==> config.mk <==
export PLATFORM = sky130hd
export DESIGN_NAME = eth_bringup_seq
export DESIGN_NICKNAME = d
export VERILOG_FILES = /design/src/rtl/eth_rst_pkg.sv /design/src/rtl/rst_dwell_timer.sv /design/src/rtl/eth_bringup_seq.sv
export SDC_FILE = /design/constraint.sdc
export NUM_CORES = 1
export LEC_CHECK = 0
export ABC_CLOCK_PERIOD_IN_PS = 1850
export CAP_MARGIN = 20
export CELL_PAD_IN_SITES_DETAIL_PLACEMENT = 0
export CELL_PAD_IN_SITES_GLOBAL_PLACEMENT = 1
export CORE_MARGIN = 4
export CORE_UTILIZATION = 39
export DETAILED_ROUTE_END_ITERATION = 16
export HOLD_SLACK_MARGIN = 0.08
export PLACE_DENSITY = 0.77
export SYNTH_ARGS = -nofsm -noshare
export SYNTH_HDL_FRONTEND = slang
export SYNTH_SLANG_ARGS = --single-unit
export TNS_END_PERCENT = 30
==> constraint.sdc <==
create_clock -name clk -period 1.85 [get_ports clk]
set_input_delay 0.37 -clock clk [delete_from_list [all_inputs] [get_ports clk]]
set_output_delay 0.37 -clock clk [all_outputs]
set_load 0.005 [all_outputs]
==> src/rtl/eth_rst_pkg.sv <==
// Shared definitions for the Ethernet bring-up sequencer.
// Contents:
//   state_t  - sequencer state, fixed 3-bit encoding 0..5 (visible on state_o)
//   outs_t   - output tuple {phy_rstn, rgmii_rstn, mac_rst, ready}
//   DEF_*    - default dwell constants (125 MHz system clock)
//   outs_for - output tuple driven while in a given state
package eth_rst_pkg;

  typedef enum logic [2:0] {
    ST_RST       = 3'd0,
    ST_WAIT_LOCK = 3'd1,
    ST_PHY_RST   = 3'd2,
    ST_PHY_WAKE  = 3'd3,
    ST_RGMII_UP  = 3'd4,
    ST_RUN       = 3'd5
  } state_t;

  localparam int DEF_CNT_W           = 20;
  localparam int DEF_PHY_RST_CYC     = 125000;
  localparam int DEF_PHY_WAKE_CYC    = 65536;
  localparam int DEF_MAC_DLY_CYC     = 65536;
  localparam int DEF_LOCK_STABLE_CYC = 256;

  typedef struct packed {
    logic phy_rstn;
    logic rgmii_rstn;
    logic mac_rst;
    logic ready;
  } outs_t;

  localparam outs_t OUTS_HELD  = 4'b0010;
  localparam outs_t OUTS_WAKE  = 4'b1010;
  localparam outs_t OUTS_RGMII = 4'b1110;
  localparam outs_t OUTS_RUN   = 4'b1101;

  function automatic outs_t outs_for(state_t s);
    case (s)
      ST_PHY_WAKE: outs_for = OUTS_WAKE;
      ST_RGMII_UP: outs_for = OUTS_RGMII;
      ST_RUN:      outs_for = OUTS_RUN;
      default:     outs_for = OUTS_HELD;
    endcase
  endfunction

endpackage

==> src/rtl/rst_dwell_timer.sv <==
// Loadable down-counter used to time each bring-up stage.
// Ports:
//   clk, rstn  - clock, synchronous active-low reset (count clears to 0)
//   load       - load load_val this cycle (takes priority over decrement)
//   load_val   - value to load
//   done       - count == 0; the counter holds at 0 and never wraps
module rst_dwell_timer #(
  parameter int CNT_W = 20
) (
  input  logic             clk,
  input  logic             rstn,
  input  logic             load,
  input  logic [CNT_W-1:0] load_val,
  output logic             done
);

  logic [CNT_W-1:0] count;

  always_ff @(posedge clk) begin
    if (!rstn) begin
      count <= '0;
    end else if (load) begin
      count <= load_val;
    end else if (count != '0) begin
      count <= count - 1'b1;
    end
  end

  assign done = (count == '0);

endmodule

==> src/rtl/eth_bringup_seq.sv <==
// Staged Ethernet bring-up sequencer: releases PHY hard reset, then RGMII
// reset, then MAC reset, with programmable dwell times, gated by PLL lock.
// Build option: define LOCK_FILTER_EN to require LOCK_STABLE_CYC consecutive
// pll_lock-high cycles before leaving WAIT_LOCK (otherwise first high cycle).
// Ports:
//   clk, rstn     - clock, synchronous active-low reset
//   pll_lock      - PLL locked (synchronous to clk)
//   soft_rst_req  - one-cycle request for a full re-sequence
//   phy_rstn      - PHY hard reset, active-low
//   rgmii_rstn    - RGMII reset, active-low
//   mac_rst       - MAC reset, active-high
//   ready         - high only in RUN
//   soft_rst_ack  - one-cycle pulse on RUN entry after a soft request
//   state_o       - current state (debug)
module eth_bringup_seq
  import eth_rst_pkg::*;
#(
  parameter int CNT_W           = DEF_CNT_W,
  parameter int PHY_RST_CYC     = DEF_PHY_RST_CYC,
  parameter int PHY_WAKE_CYC    = DEF_PHY_WAKE_CYC,
  parameter int MAC_DLY_CYC     = DEF_MAC_DLY_CYC,
  parameter int LOCK_STABLE_CYC = DEF_LOCK_STABLE_CYC
) (
  input  logic       clk,
  input  logic       rstn,
  input  logic       pll_lock,
  input  logic       soft_rst_req,
  output logic       phy_rstn,
  output logic       rgmii_rstn,
  output logic       mac_rst,
  output logic       ready,
  output logic       soft_rst_ack,
  output logic [2:0] state_o
);

  localparam logic [CNT_W-1:0] PHY_RST_LD  = CNT_W'(PHY_RST_CYC - 1);
  localparam logic [CNT_W-1:0] PHY_WAKE_LD = CNT_W'(PHY_WAKE_CYC - 1);
  localparam logic [CNT_W-1:0] MAC_DLY_LD  = CNT_W'(MAC_DLY_CYC - 1);

  state_t           state;
  outs_t            outs;
  logic             pending;
  logic             ack;
  logic             lock_met;
  logic             tmr_load;
  logic [CNT_W-1:0] tmr_val;
  logic             tmr_done;

`ifdef LOCK_FILTER_EN
  localparam int LOCK_W = $clog2(LOCK_STABLE_CYC + 1);
  logic [LOCK_W-1:0] lock_cnt;

  // Consecutive-high counter, saturating at LOCK_STABLE_CYC.
  always_ff @(posedge clk) begin
    if (!rstn || !pll_lock) begin
      lock_cnt <= '0;
    end else if (lock_cnt != LOCK_W'(LOCK_STABLE_CYC)) begin
      lock_cnt <= lock_cnt + 1'b1;
    end
  end

  // The current high cycle counts too, so exit on the edge sampling the
  // LOCK_STABLE_CYC-th consecutive high.
  assign lock_met = pll_lock && (lock_cnt >= LOCK_W'(LOCK_STABLE_CYC - 1));
`else
  assign lock_met = pll_lock;
`endif

  // Timer loads on the same edge as the transition into the timed state.
  always_comb begin
    tmr_load = 1'b0;
    tmr_val  = PHY_RST_LD;
    case (state)
      ST_WAIT_LOCK: tmr_load = lock_met;
      ST_PHY_RST: begin
        tmr_load = pll_lock && tmr_done;
        tmr_val  = PHY_WAKE_LD;
      end
      ST_PHY_WAKE: begin
        tmr_load = pll_lock && tmr_done;
        tmr_val  = MAC_DLY_LD;
      end
      ST_RUN:  tmr_load = pll_lock && (soft_rst_req || pending);
      default: tmr_load = 1'b0;
    endcase
  end

  rst_dwell_timer #(.CNT_W(CNT_W)) u_timer (
    .clk      (clk),
    .rstn     (rstn),
    .load     (tmr_load),
    .load_val (tmr_val),
    .done     (tmr_done)
  );

  always_ff @(posedge clk) begin
    if (!rstn) begin
      state   <= ST_RST;
      outs    <= OUTS_HELD;
      pending <= 1'b0;
      ack     <= 1'b0;
    end else begin
      ack <= 1'b0;
      if (state != ST_RST && state != ST_WAIT_LOCK && !pll_lock) begin
        // Lock loss wins over everything; a coincident request stays pending.
        state   <= ST_WAIT_LOCK;
        outs    <= outs_for(ST_WAIT_LOCK);
        pending <= pending | soft_rst_req;
      end else begin
        case (state)
          ST_RST: begin
            state   <= ST_WAIT_LOCK;
            outs    <= outs_for(ST_WAIT_LOCK);
            pending <= pending | soft_rst_req;
          end
          ST_WAIT_LOCK: begin
            pending <= pending | soft_rst_req;
            if (lock_met) begin
              state <= ST_PHY_RST;
              outs  <= outs_for(ST_PHY_RST);
            end
          end
          ST_PHY_RST: begin
            pending <= pending | soft_rst_req;
            if (tmr_done) begin
              state <= ST_PHY_WAKE;
              outs  <= outs_for(ST_PHY_WAKE);
            end
          end
          ST_PHY_WAKE: begin
            pending <= pending | soft_rst_req;
            if (tmr_done) begin
              state <= ST_RGMII_UP;
              outs  <= outs_for(ST_RGMII_UP);
            end
          end
          ST_RGMII_UP: begin
            if (tmr_done) begin
              // Ack only requests seen before this edge; one arriving on the
              // entry edge is kept pending and restarts the sequence from RUN.
              state   <= ST_RUN;
              outs    <= outs_for(ST_RUN);
              ack     <= pending;
              pending <= soft_rst_req;
            end else begin
              pending <= pending | soft_rst_req;
            end
          end
          ST_RUN: begin
            if (soft_rst_req || pending) begin
              state   <= ST_PHY_RST;
              outs    <= outs_for(ST_PHY_RST);
              pending <= 1'b1;
            end
          end
          default: begin
            state <= ST_RST;
            outs  <= OUTS_HELD;
          end
        endcase
      end
    end
  end

  assign phy_rstn     = outs.phy_rstn;
  assign rgmii_rstn   = outs.rgmii_rstn;
  assign mac_rst      = outs.mac_rst;
  assign ready        = outs.ready;
  assign soft_rst_ack = ack;
  assign state_o      = state;

endmodule

==> results of run 1 <==
## critical path: stages (launching register included)
cell and delay (ns):
sky130_fd_sc_hd__dfxtp_2 0.34, sky130_fd_sc_hd__or4_4 0.57, sky130_fd_sc_hd__nor3_4 0.24, sky130_fd_sc_hd__nand2_2 0.13
sky130_fd_sc_hd__and3_1 0.19, sky130_fd_sc_hd__o31a_1 0.26
## power by group through the flow
stage | Combinational, mW | Sequential [mW] | Clock [mW]
after CTS | 1.97 | 0.983 | 0.532
after global placement | 1.87 | 0.980 | 0
final | 2.07 | 1.01 | 0.524
after detailed placement | 1.93 | 0.990 | 0
after floorplan | 1.15 | 0.964 | 0
after global routing | 2.27 | 1.04 | 0.564
## routing by layer
metal | global-route usage | share of wire
met4 | 0.0752 | 0.016
met1 | 0.238 | 0.46
met2 | 0.282 | 0.49
met3 | 0.0416 | 0.036
met5 | 0 | 0
## stage by stage
step           total power [mW]  cell area (sq um)  setup TNS [ns]
6_report                   3.61               2160               0
2_1_floorplan              2.12               1610               0
5_1_grt                    3.87               2160          -0.158
4_1_cts                    3.49               2110               0
3_5_place_dp               2.92               2020          -0.532
3_3_place_gp               2.85               2020         -0.0760
## cells by family after synthesis
logic type               count (synthesis)  share of synthesized area
AND/OR/NAND/NOR                         70                      0.249
AO/OA/AOI/OAI                           56                      0.226
flip-flops                              29                      0.361
buffers and inverters                   18                     0.0530
XOR/XNOR                                14                     0.0763
multiplexers                             3                     0.0187
adder cells (fa/ha/maj)                  2                     0.0156
## layout by cell type (no fill, tap or decap), types with 3 or more instances in the layout
cell / n
sky130_fd_sc_hd__inv_1: 9
sky130_fd_sc_hd__nand3_1: 7
sky130_fd_sc_hd__nand4_1: 4
sky130_fd_sc_hd__nand2_1: 12
sky130_fd_sc_hd__xor2_1: 6
sky130_fd_sc_hd__clkdlybuf4s50_1: 11
sky130_fd_sc_hd__nor3b_1: 4
sky130_fd_sc_hd__and3_1: 3
sky130_fd_sc_hd__xnor2_1: 8
sky130_fd_sc_hd__buf_4: 37
sky130_fd_sc_hd__mux2i_1: 3
sky130_fd_sc_hd__o21ai_1: 3
sky130_fd_sc_hd__dfxtp_2: 6
sky130_fd_sc_hd__a31oi_1: 3
sky130_fd_sc_hd__o21ai_0: 12
sky130_fd_sc_hd__a211oi_1: 3
sky130_fd_sc_hd__a21oi_1: 16
sky130_fd_sc_hd__nor2_1: 14
sky130_fd_sc_hd__nor2b_1: 4
sky130_fd_sc_hd__a21boi_1: 8
sky130_fd_sc_hd__nor3_1: 3
sky130_fd_sc_hd__clkbuf_8: 5
sky130_fd_sc_hd__dfxtp_1: 23
## worst paths after layout
path / end / slack [ns] / cells past startpoint
min reg2reg: phy_rstn / 0.45 / 2
min: phy_rstn / 0.45 / 2
max: state_o[0] / 0.02 / 5
max reg2reg: state_o[0] / 0.02 / 5
## state kept, by name, summed over array words and instances (netlist names)
signal         cells
pending            1
mac_rst            1
state_o            3
soft_rst_ack       1
rgmii_rstn         1
ready              1
phy_rstn           1
u_timer.count     20
## layout make-up
cell class / instances / area, sq um / share of cell area
clock buffers: 5 / 68.8 / 0.0318
clock inverters: 3 / 17.5 / 0.00809
inverters: 9 / 33.8 / 0.0156
multi-input cells: 145 / 986 / 0.455
flip-flops and latches: 29 / 588 / 0.272
well taps: 50 / 62.6 / 0.0289
repair buffers: 49 / 408 / 0.188
## repair_timing
action,in CTS,in global routing
endpoints found under the setup margin,7,24
pin swaps,0,4
gates resized for setup,4,13
setup buffers,0,1
==> results by group, run 1 <==
Yosys
  – Mean instance size in the synthesized netlist: ~8.4 sq um
  – Number of enable-type register cells in the synthesized netlist: 0
  – Number of distinct library cell variants in the gate-level netlist after synthesis: 44
  – Synth Net Count: between 150 and 200
  – Synth warn: 0
  – Top FF cell, synth: sky130_fd_sc_hd__dfxtp_1
  – Biggest area consumer among synthesized cells: sky130_fd_sc_hd__dfxtp_1
  – Fraction of synthesis flops using an asynchronous set or reset pin: 0
  – Post-synth top cells: sky130_fd_sc_hd__dfxtp_1, sky130_fd_sc_hd__a21oi_1, sky130_fd_sc_hd__nor2_1, sky130_fd_sc_hd__o21ai_0, sky130_fd_sc_hd__nand2_1
  – Ranking of synthesized cells by area: sky130_fd_sc_hd__dfxtp_1, sky130_fd_sc_hd__a21oi_1, sky130_fd_sc_hd__o21ai_0
  – Leading cell type by number of instances after synthesis: sky130_fd_sc_hd__dfxtp_1
  – Share of the yosys chip area belonging to registers: 0.361
  – Synthesized area: 1610 sq um
  – Post-synthesis instance total: about 190
  – Number of flip-flops and latches in the synthesized netlist: 29
  – Yosys top cell area share: 0.361

Final layout
  – Layout Utilization: 0.541
  – Post-layout net count: between 200 and 250
  – Growth of design area from synthesis to finish: 34.7%
  – Number of standard cells in the final layout excluding fillers: between 200 and 300
  – Fill cell count: 349
  – Share of post-route cells with drive strength above 1: 0.275
  – Count of antenna diodes in the layout: 0

Run status
  – Result of the run: finished clean

Critical path
  – Capturing element type of the critical path: flip-flop
  – Worst EP arrival: about 2 ns
  – Peak fanout along the critical path: 4
  – Type of the setup path with the least slack: reg2reg
  – Data required, critical path: 2.03 ns
  – Worst setup path startpoint: u_timer.count[4]
  – R2r startpoint: u_timer.count[4]
  – Sort of element at the start of the critical path: flip-flop

Drt
  – Total length of routed wires: approximately 4.4 mm
  – Initial drt markers: 179
  – Number of iterations in the first detailed-routing pass: 6
  – Post-route DRC violation count: 0
  – Avg Vias per Cell: between 5 and 6
  – Total via count in the routed design: 1,577
  – Routed wirelength normalized by instance count: approximately 15 microns
  – Final ANT Viol Nets: 0

Die
  – Initial core utilization: 0.402
  – Die outline height: around 72 microns
  – Die area: about 5200 sq um
  – # rows: 23
  – Number of top-level pins: 12
  – Horizontal die dimension: around 72 microns
  – Std-Cell Core Area: 4000 sq um

Global routing
  – Vias in the first global route: between 1,500 and 2,000
  – Maximum number of pins on one net before global-route repair: 16
  – First-pass GRT wire length: 7.33 mm
  – Total overflow reported by the global router: 0
  – Initial antenna violation count: 0
  – Global Route Usage Sum: 0.180

Timing
  – Worst hold slack across all endpoints: between 0.4 and 0.5 ns
  – Final slew viol count: 0
  – Setup Skew: about 0.0084 ns
  – Headroom to the max-slew limit: 0.769
  – Final setup viols: 0
  – Portion of the clock cycle consumed by the worst path in the final layout: 0.992
  – Slack of the critical path: around 0.015 ns
  – Maximum clock rate: between 0.5 and 0.6 GHz
  – Worst Max-Slew Pin Slew: 0.341 ns
  – Clock period minus final worst setup slack: ~1.8 ns
  – RSZ-0062 raised after global routing: true
  – Fin. Hold Viols: 0

CTS
  – Hold buffer count at CTS: 0
  – TritonCTS Sinks: 29
  – Clock Latency Late Sink: ~0.29 ns
  – Cts bufs inserted: 5
  – Clock tree from TritonCTS: built
  – Max Buffers Root-to-Sink: 2
  – Cell at the root of the clock tree: sky130_fd_sc_hd__clkbuf_8
  – Clock transition at the registers of the reported paths: ~0.070 ns
  – Number of H-tree levels: 2

Pwr
  – Maximum vdd drop: around 0.00068 V
  – Share of total power in combinational logic: 0.574
  – Share of power burned in registers: 0.281
  – Switching power share of the total: 0.413
  – Static leakage: just under 0.9 nW
  – Internal portion of total power: between 2 and 2.5 mW
  – Net switching power: roughly 1.5 mW
  – Pwr Density: roughly 1700 nW/um^2
  – Part of the power in the clock network: 0.145

Placed design
  – RePlAce Congestion: 0.870
  – I/O Buffers: 11
  – Count of placed standard cells including taps: between 200 and 300
  – Post-detailed-placement half-perimeter wirelength: about 3.2 mm
  – Worst slack after detailed placement: -0.0739 ns

Worst hold path
  – Worst min-delay path class: reg2reg
  – Hold path start: phy_rstn

Flow run
  – Max-capacitance violation count: 0
No activity file was read; power rests on OpenSTA's default activity.
==> run 2: changes to the inputs <==
--- a/config.mk
+++ b/config.mk
@@ -11,6 +11,7 @@
 export CELL_PAD_IN_SITES_GLOBAL_PLACEMENT = 1
 export CORE_MARGIN = 4
 export CORE_UTILIZATION = 39
+export CTS_CLUSTER_DIAMETER = 100
 export DETAILED_ROUTE_END_ITERATION = 16
 export HOLD_SLACK_MARGIN = 0.08
 export PLACE_DENSITY = 0.77
==> results of run 2 <==
The final DEF is identical to that of run 1; final timing and power are the same.
==> run 3: changes to the inputs <==
--- a/config.mk
+++ b/config.mk
@@ -10,11 +10,12 @@
 export CELL_PAD_IN_SITES_DETAIL_PLACEMENT = 0
 export CELL_PAD_IN_SITES_GLOBAL_PLACEMENT = 1
 export CORE_MARGIN = 4
-export CORE_UTILIZATION = 39
+export CORE_UTILIZATION = 40
 export CTS_CLUSTER_DIAMETER = 100
 export DETAILED_ROUTE_END_ITERATION = 16
+export DONT_BUFFER_PORTS = 1
 export HOLD_SLACK_MARGIN = 0.08
-export PLACE_DENSITY = 0.77
+export PLACE_DENSITY = 0.74
 export SYNTH_ARGS = -nofsm -noshare
 export SYNTH_HDL_FRONTEND = slang
 export SYNTH_SLANG_ARGS = --single-unit
==> run 3 against run 2 <==
  * The flow now finishes with violations (setup timing)
  * Die area decreased by 2.2%
  * Count of clock-buffer cells in the layout is 1 higher
  * Sequential share of layout area up 1.1 points
  * Cell count is 3.1% lower
  * Design area fell by 3.5%
  * Non-clock buffer count shrank 7
  * Maximum frequency down 1.4%
  * Flip-flop and latch count is the same
  * Worst setup slack lost 0.025 ns
  * Critical endpoint unchanged
  * Largest power group unchanged
==> results by group, run 3 (synthesis gave the netlist of run 1 again) <==
Pwr
  – Net switching power: roughly 1.5 mW
  – Pwr Density: around 1700 nW/um^2
  – Maximum vdd drop: between 0.0007 and 0.0008 V
  – Part of the power in the clock network: 0.136
  – Total power draw: ~3.6 mW
  – Switching power share of the total: 0.403
  – Share of total power in combinational logic: 0.590
  – Static leakage: between 0.8 and 0.9 nW
  – Share of power burned in registers: 0.274
  – Internal portion of total power: approximately 2.2 mW

Global routing
  – Maximum number of pins on one net before global-route repair: 19
  – Vias in the first global route: between 1,000 and 1,500
  – Total overflow reported by the global router: 0
  – First-pass GRT wire length: 7.25 mm
  – Global Route Usage Sum: 0.178
  – Initial antenna violation count: 0

Die
  – Std-Cell Core Area: 3770 sq um
  – Die outline height: about 71 microns
  – # rows: 22
  – Number of top-level pins: 12
  – Die area: roughly 5000 sq um
  – Horizontal die dimension: ~71 microns
  – Initial core utilization: 0.426

Critical path
  – Type of the setup path with the least slack: reg2reg
  – Crit path largest cell delay: approximately 0.53 ns
  – Sort of element at the start of the critical path: flip-flop
  – CP cell instances: or4_4 > nor3_4 > nand2_2 > and3_4 > o31a_1
  – Peak fanout along the critical path: 5
  – Data required, critical path: 2.02 ns
  – Capturing element type of the critical path: flip-flop
  – Worst EP arrival: 2.03 ns
  – Cell type of the slowest stage on the worst timing path: sky130_fd_sc_hd__or4_4

Final layout
  – Leading cell type in the layout, fill and taps excluded: sky130_fd_sc_hd__buf_4
  – Growth of design area from synthesis to finish: 30.0%
  – Max FFs per register: 20
  – Most used cells in the layout excluding fill and tap cells: sky130_fd_sc_hd__buf_4, sky130_fd_sc_hd__dfxtp_1, sky130_fd_sc_hd__a21oi_1
  – Fill cell count: ~340
  – Post-layout net count: 238
  – Count of antenna diodes in the layout: 0
  – Share of post-route cells with drive strength above 1: 0.296
  – Fin area: around 2100 sq um
  – Number of standard cells in the final layout excluding fillers: ~280
  – Largest reg by FF count: u_timer.count

Timing
  – Final setup viols: 1
  – Final slew viol count: 0
  – Worst Max-Slew Pin Slew: between 0.4 and 0.5 ns
  – Clock period minus final worst setup slack: 1.86 ns
  – Setup Skew: slightly above 0.007 ns
  – Fin. Hold Viols: 0
  – Slack of the critical path: -0.0101 ns
  – RSZ-0062 raised after global routing: true
  – Maximum clock rate: ~0.54 GHz
  – Headroom to the max-slew limit: 0.721
  – Portion of the clock cycle consumed by the worst path in the final layout: 1.01

Placed design
  – Placed cell area: 1890 sq um
  – Count of placed standard cells including taps: 268
  – Post-detailed-placement half-perimeter wirelength: between 3 and 4 mm
  – RePlAce Congestion: between 0.8 and 0.9
  – I/O Buffers: 0

CTS
  – Clock Latency Late Sink: ~0.28 ns
  – Clock transition at the registers of the reported paths: 0.06 ns
  – Cts bufs inserted: 5
  – Max Buffers Root-to-Sink: 2
  – Clock tree from TritonCTS: built
  – Number of H-tree levels: 2
  – TritonCTS Sinks: 29
  – Hold buffer count at CTS: 0
  – Cell at the root of the clock tree: sky130_fd_sc_hd__clkbuf_8

Drt
  – Avg Vias per Cell: 5.38
  – Total via count in the routed design: approximately 1,500
  – Routed wirelength normalized by instance count: 14.9 microns
  – Post-route DRC violation count: 0
  – Number of iterations in the first detailed-routing pass: 4
  – Final ANT Viol Nets: 0
  – Total length of routed wires: 4.18 mm
  – Initial drt markers: 117

Run status
  – Violated checks: setup timing
  – Result of the run: complete, but fails checks

Worst hold path
  – Worst min-delay path class: in2reg

Flow run
  – Max-capacitance violation count: 0
## run 3: cell count changes in the layout (fill, tap and decap cells not counted), moves of 2 or more
cell and change:
sky130_fd_sc_hd__buf_6 +4, sky130_fd_sc_hd__dfxtp_2 -2, sky130_fd_sc_hd__clkdlybuf4s50_1 -11, sky130_fd_sc_hd__nor4_2 +2
## run 3: stage by stage
step / utilization / setup slack [ns] / setup TNS, ns / hold slack (ns)
6_report: 0.554 / -0.0101 / -0.0101 / 0.213
2_1_floorplan: - / 0.0242 / 0 / 0.435
4_1_cts: 0.526 / -0.0320 / -0.0671 / 0.200
5_1_grt: 0.554 / -0.108 / -1.07 / 0.193
3_5_place_dp: 0.502 / -0.0375 / -0.0963 / 0.463
3_3_place_gp: 0.502 / 0.0563 / 0 / 0.457
## run 3: metal layers
metal | global-route usage | vias up | wire [microns]
li1 | - | 770 | -
met1 | 0.228 | 714 | 2040
met2 | 0.291 | 22 | 1960
met3 | 0.0547 | 6 | 147
met4 | 0.0438 | 0 | 37
met5 | 0 | - | 0
## run 3: area by class of cell
class,count,area [sq um],area share
tap,48,60.1,0.0288
clock buffer,6,72.6,0.0348
timing repair buffer,42,330,0.158
inverter,9,33.8,0.0162
sequential,29,589,0.282
clock inverter,2,10.0,0.00479
multi-input combinational,145,992,0.475
## run 3: final timing paths
path | end | cells past startpoint | startpoint | slack (ns)
max | state_o[0] | 5 | u_timer.count[4] | -0.01
min | pending | 1 | pll_lock | 0.21
max reg2reg | state_o[0] | 5 | u_timer.count[4] | -0.01
min reg2reg | rgmii_rstn | 2 | rgmii_rstn | 0.48
## run 3: timing repair
action	4_1_cts	5_1_grt
endpoints found under the hold margin	0	0
setup endpoints to repair	12	26
resized for setup	2	20
gates cloned	0	0
setup buffers	0	5
pin swaps	0	14
## run 3: power groups by stage
stage,registers [mW],logic [mW],clock network [mW]
floorplan,0.964,1.15,0
global placement,0.954,1.90,0
detailed placement,0.964,1.94,0
CTS,0.958,1.96,0.508
global route,1.02,2.37,0.554
finish,0.994,2.15,0.496
## run 3: critical path, delay by kind of cell (launching register included)
| kind | cells | cell delay (ns) |
|---|---|---|
| AND/OR/NAND/NOR | 4 | 1.15 |
| flip-flops | 1 | 0.35 |
| AO/OA/AOI/OAI | 1 | 0.24 |
==> RTL edit 1, RTL diff (settings of run 2) <==
`DEF_CNT_W`: 20 -> 24.
--- a/src/rtl/eth_rst_pkg.sv
+++ b/src/rtl/eth_rst_pkg.sv
@@ -15,7 +15,7 @@
     ST_RUN       = 3'd5
   } state_t;
 
-  localparam int DEF_CNT_W           = 20;
+  localparam int DEF_CNT_W           = 24;
   localparam int DEF_PHY_RST_CYC     = 125000;
   localparam int DEF_PHY_WAKE_CYC    = 65536;
   localparam int DEF_MAC_DLY_CYC     = 65536;
Function: no difference found for any inputs over 10 cycles, from zero or initial values and one cycle with rstn low; that may be too few to reach the edited logic, so the function may still have changed.
==> RTL edit 1 against run 2 <==
- the run now ends with setup timing left
- power increased by 39%
- synthesized cell count rose by 9.4%
- worst setup slack lost 0.17 ns
- sequential share of layout area decreased by 1.7 points
- wire length increased by 9.2%
- via count up 12%
- synthesized area increased by 13%
- cell area increased by 20%
- sequential cell count rose by 4
- largest cell class unchanged
==> RTL edit 1: results (changes against run 2) <==
* Via/cell ratio at 5.36 (-1.3%)
* Run status: finished with violations
* Net count of the finished layout at 282 (+15%)
* Slowest Stage Delay on Critical Path at 0.54 ns (-0.03 ns)
* # setup viols final at 28 (+28)
* Max FO, Critical Path at 5 (+1)
* Library cells used by synthesis at 50 (+14%)
* Worst-path clk slew at 0.08 ns
* Final weighted congestion in routability-driven placement at 0.830 (-4.6%)
* Placed cell count at 317 (+13%)
* H-tree lvl count at 2 (unchanged)
* Number of buffers on the longest clock path at 2 (unchanged)
* Placed standard-cell area at 2360 sq um (+17%)
* Share of flip-flops with an asynchronous set or reset at 0% (unchanged)
* Worst path top cell family by delay: simple AND/OR/NAND/NOR gates
* Violated checks: setup timing
* Skew final at 0.0165 ns (+0.00803 ns)
* Placed wire-length estimate at 3.34 mm (+5.7%)
* Largest register FFs at 24 (+20%)
* Number of clock buffers inserted by TritonCTS at 5 (unchanged)
* Later-pin clock latency in the skew report at 0.29 ns (about the same)
* Synthesized area per cell at 8.63 sq um (+3.1%)
* Kind of end point of the critical path: flop
* Number of diodes added for antenna fixing at 0 (unchanged)
* Drt first pass iters at 4 (-2)
* Leakage power of the design at 1.01 nW (+14%)
* Count of port buffers added during placement at 11 (unchanged)
* Syn nets at 216 (+9.1%)
* Arr. time, crit path at 2.22 ns (+0.21 ns)
* Sequential area share after synthesis at 36.5% (+0.33 points)
* Initial antenna violation count at 0 (unchanged)
* Post-Place Worst Slack at -0.320 ns (-0.246 ns)
* Worst-Margin Slew at 0.460 ns (+0.119 ns)
* Number of design-rule violations left by the first detailed-router iteration at 109 (-39%)
* Drt wl/cell at 14.5 microns (-3.7%)
* Number of nets with antenna violations after detailed routing at 0 (unchanged)
* Wire length of the first global-routing pass at 7.99 mm (+9.0%)
* Yosys warns at 0 (unchanged)
* Top post-synthesis cells by area: sky130_fd_sc_hd__dfxtp_1 (36%), sky130_fd_sc_hd__a21oi_1 (7.2%), sky130_fd_sc_hd__xnor2_1 (6.3%)
* Final Worst Setup Slack at -0.156 ns (-0.171 ns)
* Type of the worst min-delay path: reg -> reg
* Register containing the most flip-flops in the final layout: u_timer.count
* Layout cell share with drive strength beyond 1 at 36.5% (+9.0 points)
* Via count of the first global-routing pass at 1739 (+12%)
* Count of vias placed by the detailed router at 1765 (+12%)
* Number of filler instances in the final layout at 398 (+14%)
* Maximum VDD drop at 0.000920 V (+36%)
* List of most frequent post-synthesis cells: sky130_fd_sc_hd__dfxtp_1 (33), sky130_fd_sc_hd__a21oi_1 (26), sky130_fd_sc_hd__nor2_1 (15)
* Cell chosen for the clock root: sky130_fd_sc_hd__clkbuf_8
* Global-route usage over all layers at 16.3% (-1.7 points)
* Maximum number of pins on one net before global-route repair at 15 (-1)
* Library cell contributing the largest single delay on the critical path: sky130_fd_sc_hd__or4_4
==> RTL edit 1: cell count changes after synthesis, sizes merged, moves of 3 or more <==
cell	delta
a21boi	-7
a21o	-3
a21oi	+10
a31oi	+7
dfxtp	+4
inv	-3
nand3	+4
nor3b	-3
or3	+9
xnor2	+5
xor2	-4
==> RTL edit 1: report_power, final <==
part / internal (mW) / switching [mW] / leakage (nW)
clock: 0.440 / 0.274 / 0.0585
sequential: 0.935 / 0.185 / 0.271
combinational: 1.68 / 1.52 / 0.675
==> RTL edit 1: cell type report <==
cell class	count	share of cell area (%)
Inverter	6	0.864
Multi-Input combinational cell	163	45.6
Timing Repair Buffer	67	21.1
Sequential cell	33	25.5
Clock inverter	1	1.15
Tap cell	52	2.50
Clock buffer	7	3.31
==> RTL edit 1: path summary, 6_finish.rpt <==
path                                     to                      startpoint  slack (ns)  cells past startpoint
max          u_timer.count[23]$_SDFFE_PN0P_  u_timer.count[15]$_SDFFE_PN0P_       -0.16                      6
min                      ready$_SDFFE_PP0P_              ready$_SDFFE_PP0P_        0.51                      2
max reg2reg  u_timer.count[23]$_SDFFE_PN0P_  u_timer.count[15]$_SDFFE_PN0P_       -0.16                      6
min reg2reg              ready$_SDFFE_PP0P_              ready$_SDFFE_PP0P_        0.51                      2
==> RTL edit 1: through the flow <==
| stage | TNS (ns) | util, % | hold WS, ns |
|---|---|---|---|
| 3_5_place_dp | -4.73 | 53.4 | 0.490 |
| 6_report | -1.85 | 59.1 | 0.514 |
| 2_1_floorplan | -0.528 | - | 0.457 |
| 4_1_cts | -2.54 | 58.1 | 0.504 |
| 5_1_grt | -3.91 | 59.1 | 0.529 |
| 3_3_place_gp | -4.53 | 53.4 | 0.470 |
==> RTL edit 1: routing by layer <==
metal	up-vias	wire length (microns)	track usage [%]
met5	-	0	0
met4	0	59	4.72
met3	6	146	3.78
met2	30	2240	26.0
met1	828	2310	22.0
li1	901	-	-
==> RTL edit 1: kinds of logic after synthesis <==
kind of cell | count (synthesis) | synth area share (%)
mux | 2 | 1.17
flops | 33 | 36.5
compound gates | 63 | 21.1
buf+inv | 15 | 3.87
xor+xnor | 15 | 7.25
simple gates | 80 | 28.8
fa+ha+maj | 2 | 1.38
==> RTL edit 1: tightest hold or removal path, stage by stage (launching register included) <==
cell and delay [ns]:
sky130_fd_sc_hd__dfxtp_1 0.33, sky130_fd_sc_hd__nand2_1 0.06, sky130_fd_sc_hd__a31oi_1 0.08
==> RTL edit 1: timing repair <==
| item | 4_1_cts | 5_1_grt |
|---|---|---|
| resized for setup | 19 | 15 |
| endpoints found under the setup margin | 32 | 32 |
| cloned | 0 | 1 |
| buffers inserted | 4 | 0 |
| pin swaps | 8 | 6 |
==> RTL edit 2, RTL diff (config.mk and constraints of run 2) <==
Made on the original files. Build with the macro `LOCK_FILTER_EN` defined.
--- a/src/rtl/eth_bringup_seq.sv
+++ b/src/rtl/eth_bringup_seq.sv
@@ -12,6 +12,8 @@
 //   ready         - high only in RUN
 //   soft_rst_ack  - one-cycle pulse on RUN entry after a soft request
 //   state_o       - current state (debug)
+`define LOCK_FILTER_EN
+
 module eth_bringup_seq
   import eth_rst_pkg::*;
 #(
Formal check against the unedited RTL: not equivalent (Yosys sat finds a counterexample within 4 cycles, from zero or initial values and one cycle with rstn low).
==> RTL edit 2 against run 2 <==
- the run now ends with setup timing left
- sequential power rose by 9.9%
- die area rose by 31%
- sequential cell count rose by 9
- via count rose by 22%
- critical path type unchanged
- worst setup slack got worse by 0.046 ns
- cell area rose by 39%
- wire length rose by 21%
- synthesized area rose by 35%
- power rose by 6.1%
- largest power group unchanged
==> RTL edit 2: results (changes against run 2) <==
* Run status: finished with violations
* Violated checks: setup timing
* Maximum number of pins on one net before global-route repair at 13 (-3)
* Final std cells w/o fill at 360 (+24%)
* Number of design-rule violations left by the first detailed-router iteration at 88 (-51%)
* Layout cell share with drive strength beyond 1 at 39.0% (+11 points)
* List of most frequent post-synthesis cells: sky130_fd_sc_hd__dfxtp_1 (38), sky130_fd_sc_hd__nor2_1 (19), sky130_fd_sc_hd__a21oi_1 (14)
* Final Worst Setup Slack at -0.0314 ns (-0.0464 ns)
* Library cells used by synthesis at 56 (+27%)
* Cell chosen for the clock root: sky130_fd_sc_hd__clkbuf_8
* Setup Buffers After CTS at 1 (+1)
* Placed wire-length estimate at 3.63 mm (+15%)
* Number of hold-repair buffers added at the cts stage at 0 (unchanged)
* Mapped Cells at 234 (+22%)
* Non-clock inverter instance count of the final layout at 8 (-1)
* Nonclk buf count at 59 (+20%)
* Clock-cell share at 3.16% (-0.83 points)
* Total detailed-routing wirelength at 5.26 mm (+21%)
* Final weighted congestion in routability-driven placement at 0.847 (-2.7%)
* Worst-Margin Slew at 0.470 ns (+0.129 ns)
* Routed length on met1 at 2.44 mm (+21%)
* Number of nets with antenna violations after detailed routing at 0 (unchanged)
* Top Layer Used: met4
* Leakage power of the design at 1.13 nW (+29%)
* Number of clock-tree buffers in the layout at 6 (+1)
* #MultiIn Comb at 177 (+22%)
* Seq. cell area at 769 sq um (+31%)
* GR met2 Demand/Resource at 27.8% (-0.41 points)
* Multi-input gate area at 1530 sq um (+55%)
* Final TNS setup at -0.0604 ns (-0.0604 ns)
* Syn nets at 243 (+23%)
* Net count of the finished layout at 298 (+22%)
* Routed length on met2 at 2.48 mm (+17%)
* Metal3 WL at 249 microns (+59%)
* Adder and majority gate portion of the synthesized area at 2.88% (+1.3 points)
* Worst path top cell family by delay: compound AO/OA/AOI/OAI gates
* Number of filler instances in the final layout at 465 (+33%)
* Max FO, Critical Path at 3 (-1)
* Placed cell count at 348 (+24%)
* Drt first pass iters at 4 (-2)
* Skew final at 0.0124 ns (+0.00392 ns)
* # setup viols final at 5 (+5)
* Count of vias placed by the detailed router at 1930 (+22%)
* Synth Area in Compound Gates at 16.4% (-6.2 points)
* Total of cells resized after clock tree synthesis at 11 (+7)
* Maximum VDD drop at 0.000604 V (-11%)
* #FFs+latches synth at 38 (+31%)
* Relative area of non-clock buffer cells in the final design at 16.5% (-2.3 points)
* Met3 GRT Util at 3.25% (-0.90 points)
* Register fraction of the total cell area at 25.6% (-1.6 points)
* Grt met1 use at 21.0% (-2.8 points)
==> RTL edit 2: changes by cell type in the layout (fill, tap and decap cells not counted), sizes merged, moves of 5 or more <==
cell,before,now
dfxtp,29,38
o21a,0,9
nor2,15,21
nor3,4,12
xor2,6,11
nor4,5,15
buf,38,48
a21boi,8,1
==> RTL edit 2: final timing paths <==
check                                         startpoint                    to  cells after the start
worst max-delay path            lock_cnt[5]$_SDFFE_PP0P_    ready$_SDFFE_PP0P_                     10
worst min-delay path                mac_rst$_SDFFE_PP1P_  mac_rst$_SDFFE_PP1P_                      2
worst max register to register  lock_cnt[5]$_SDFFE_PP0P_    ready$_SDFFE_PP0P_                     10
worst min register to register      mac_rst$_SDFFE_PP1P_  mac_rst$_SDFFE_PP1P_                      2
==> RTL edit 2: power breakdown <==
part	leakage [nW]	internal, mW	switching (mW)
Sequential	0.313	0.949	0.156
Clock	0.0472	0.300	0.315
Combinational	0.774	1.08	1.03
Total	1.13	2.33	1.50
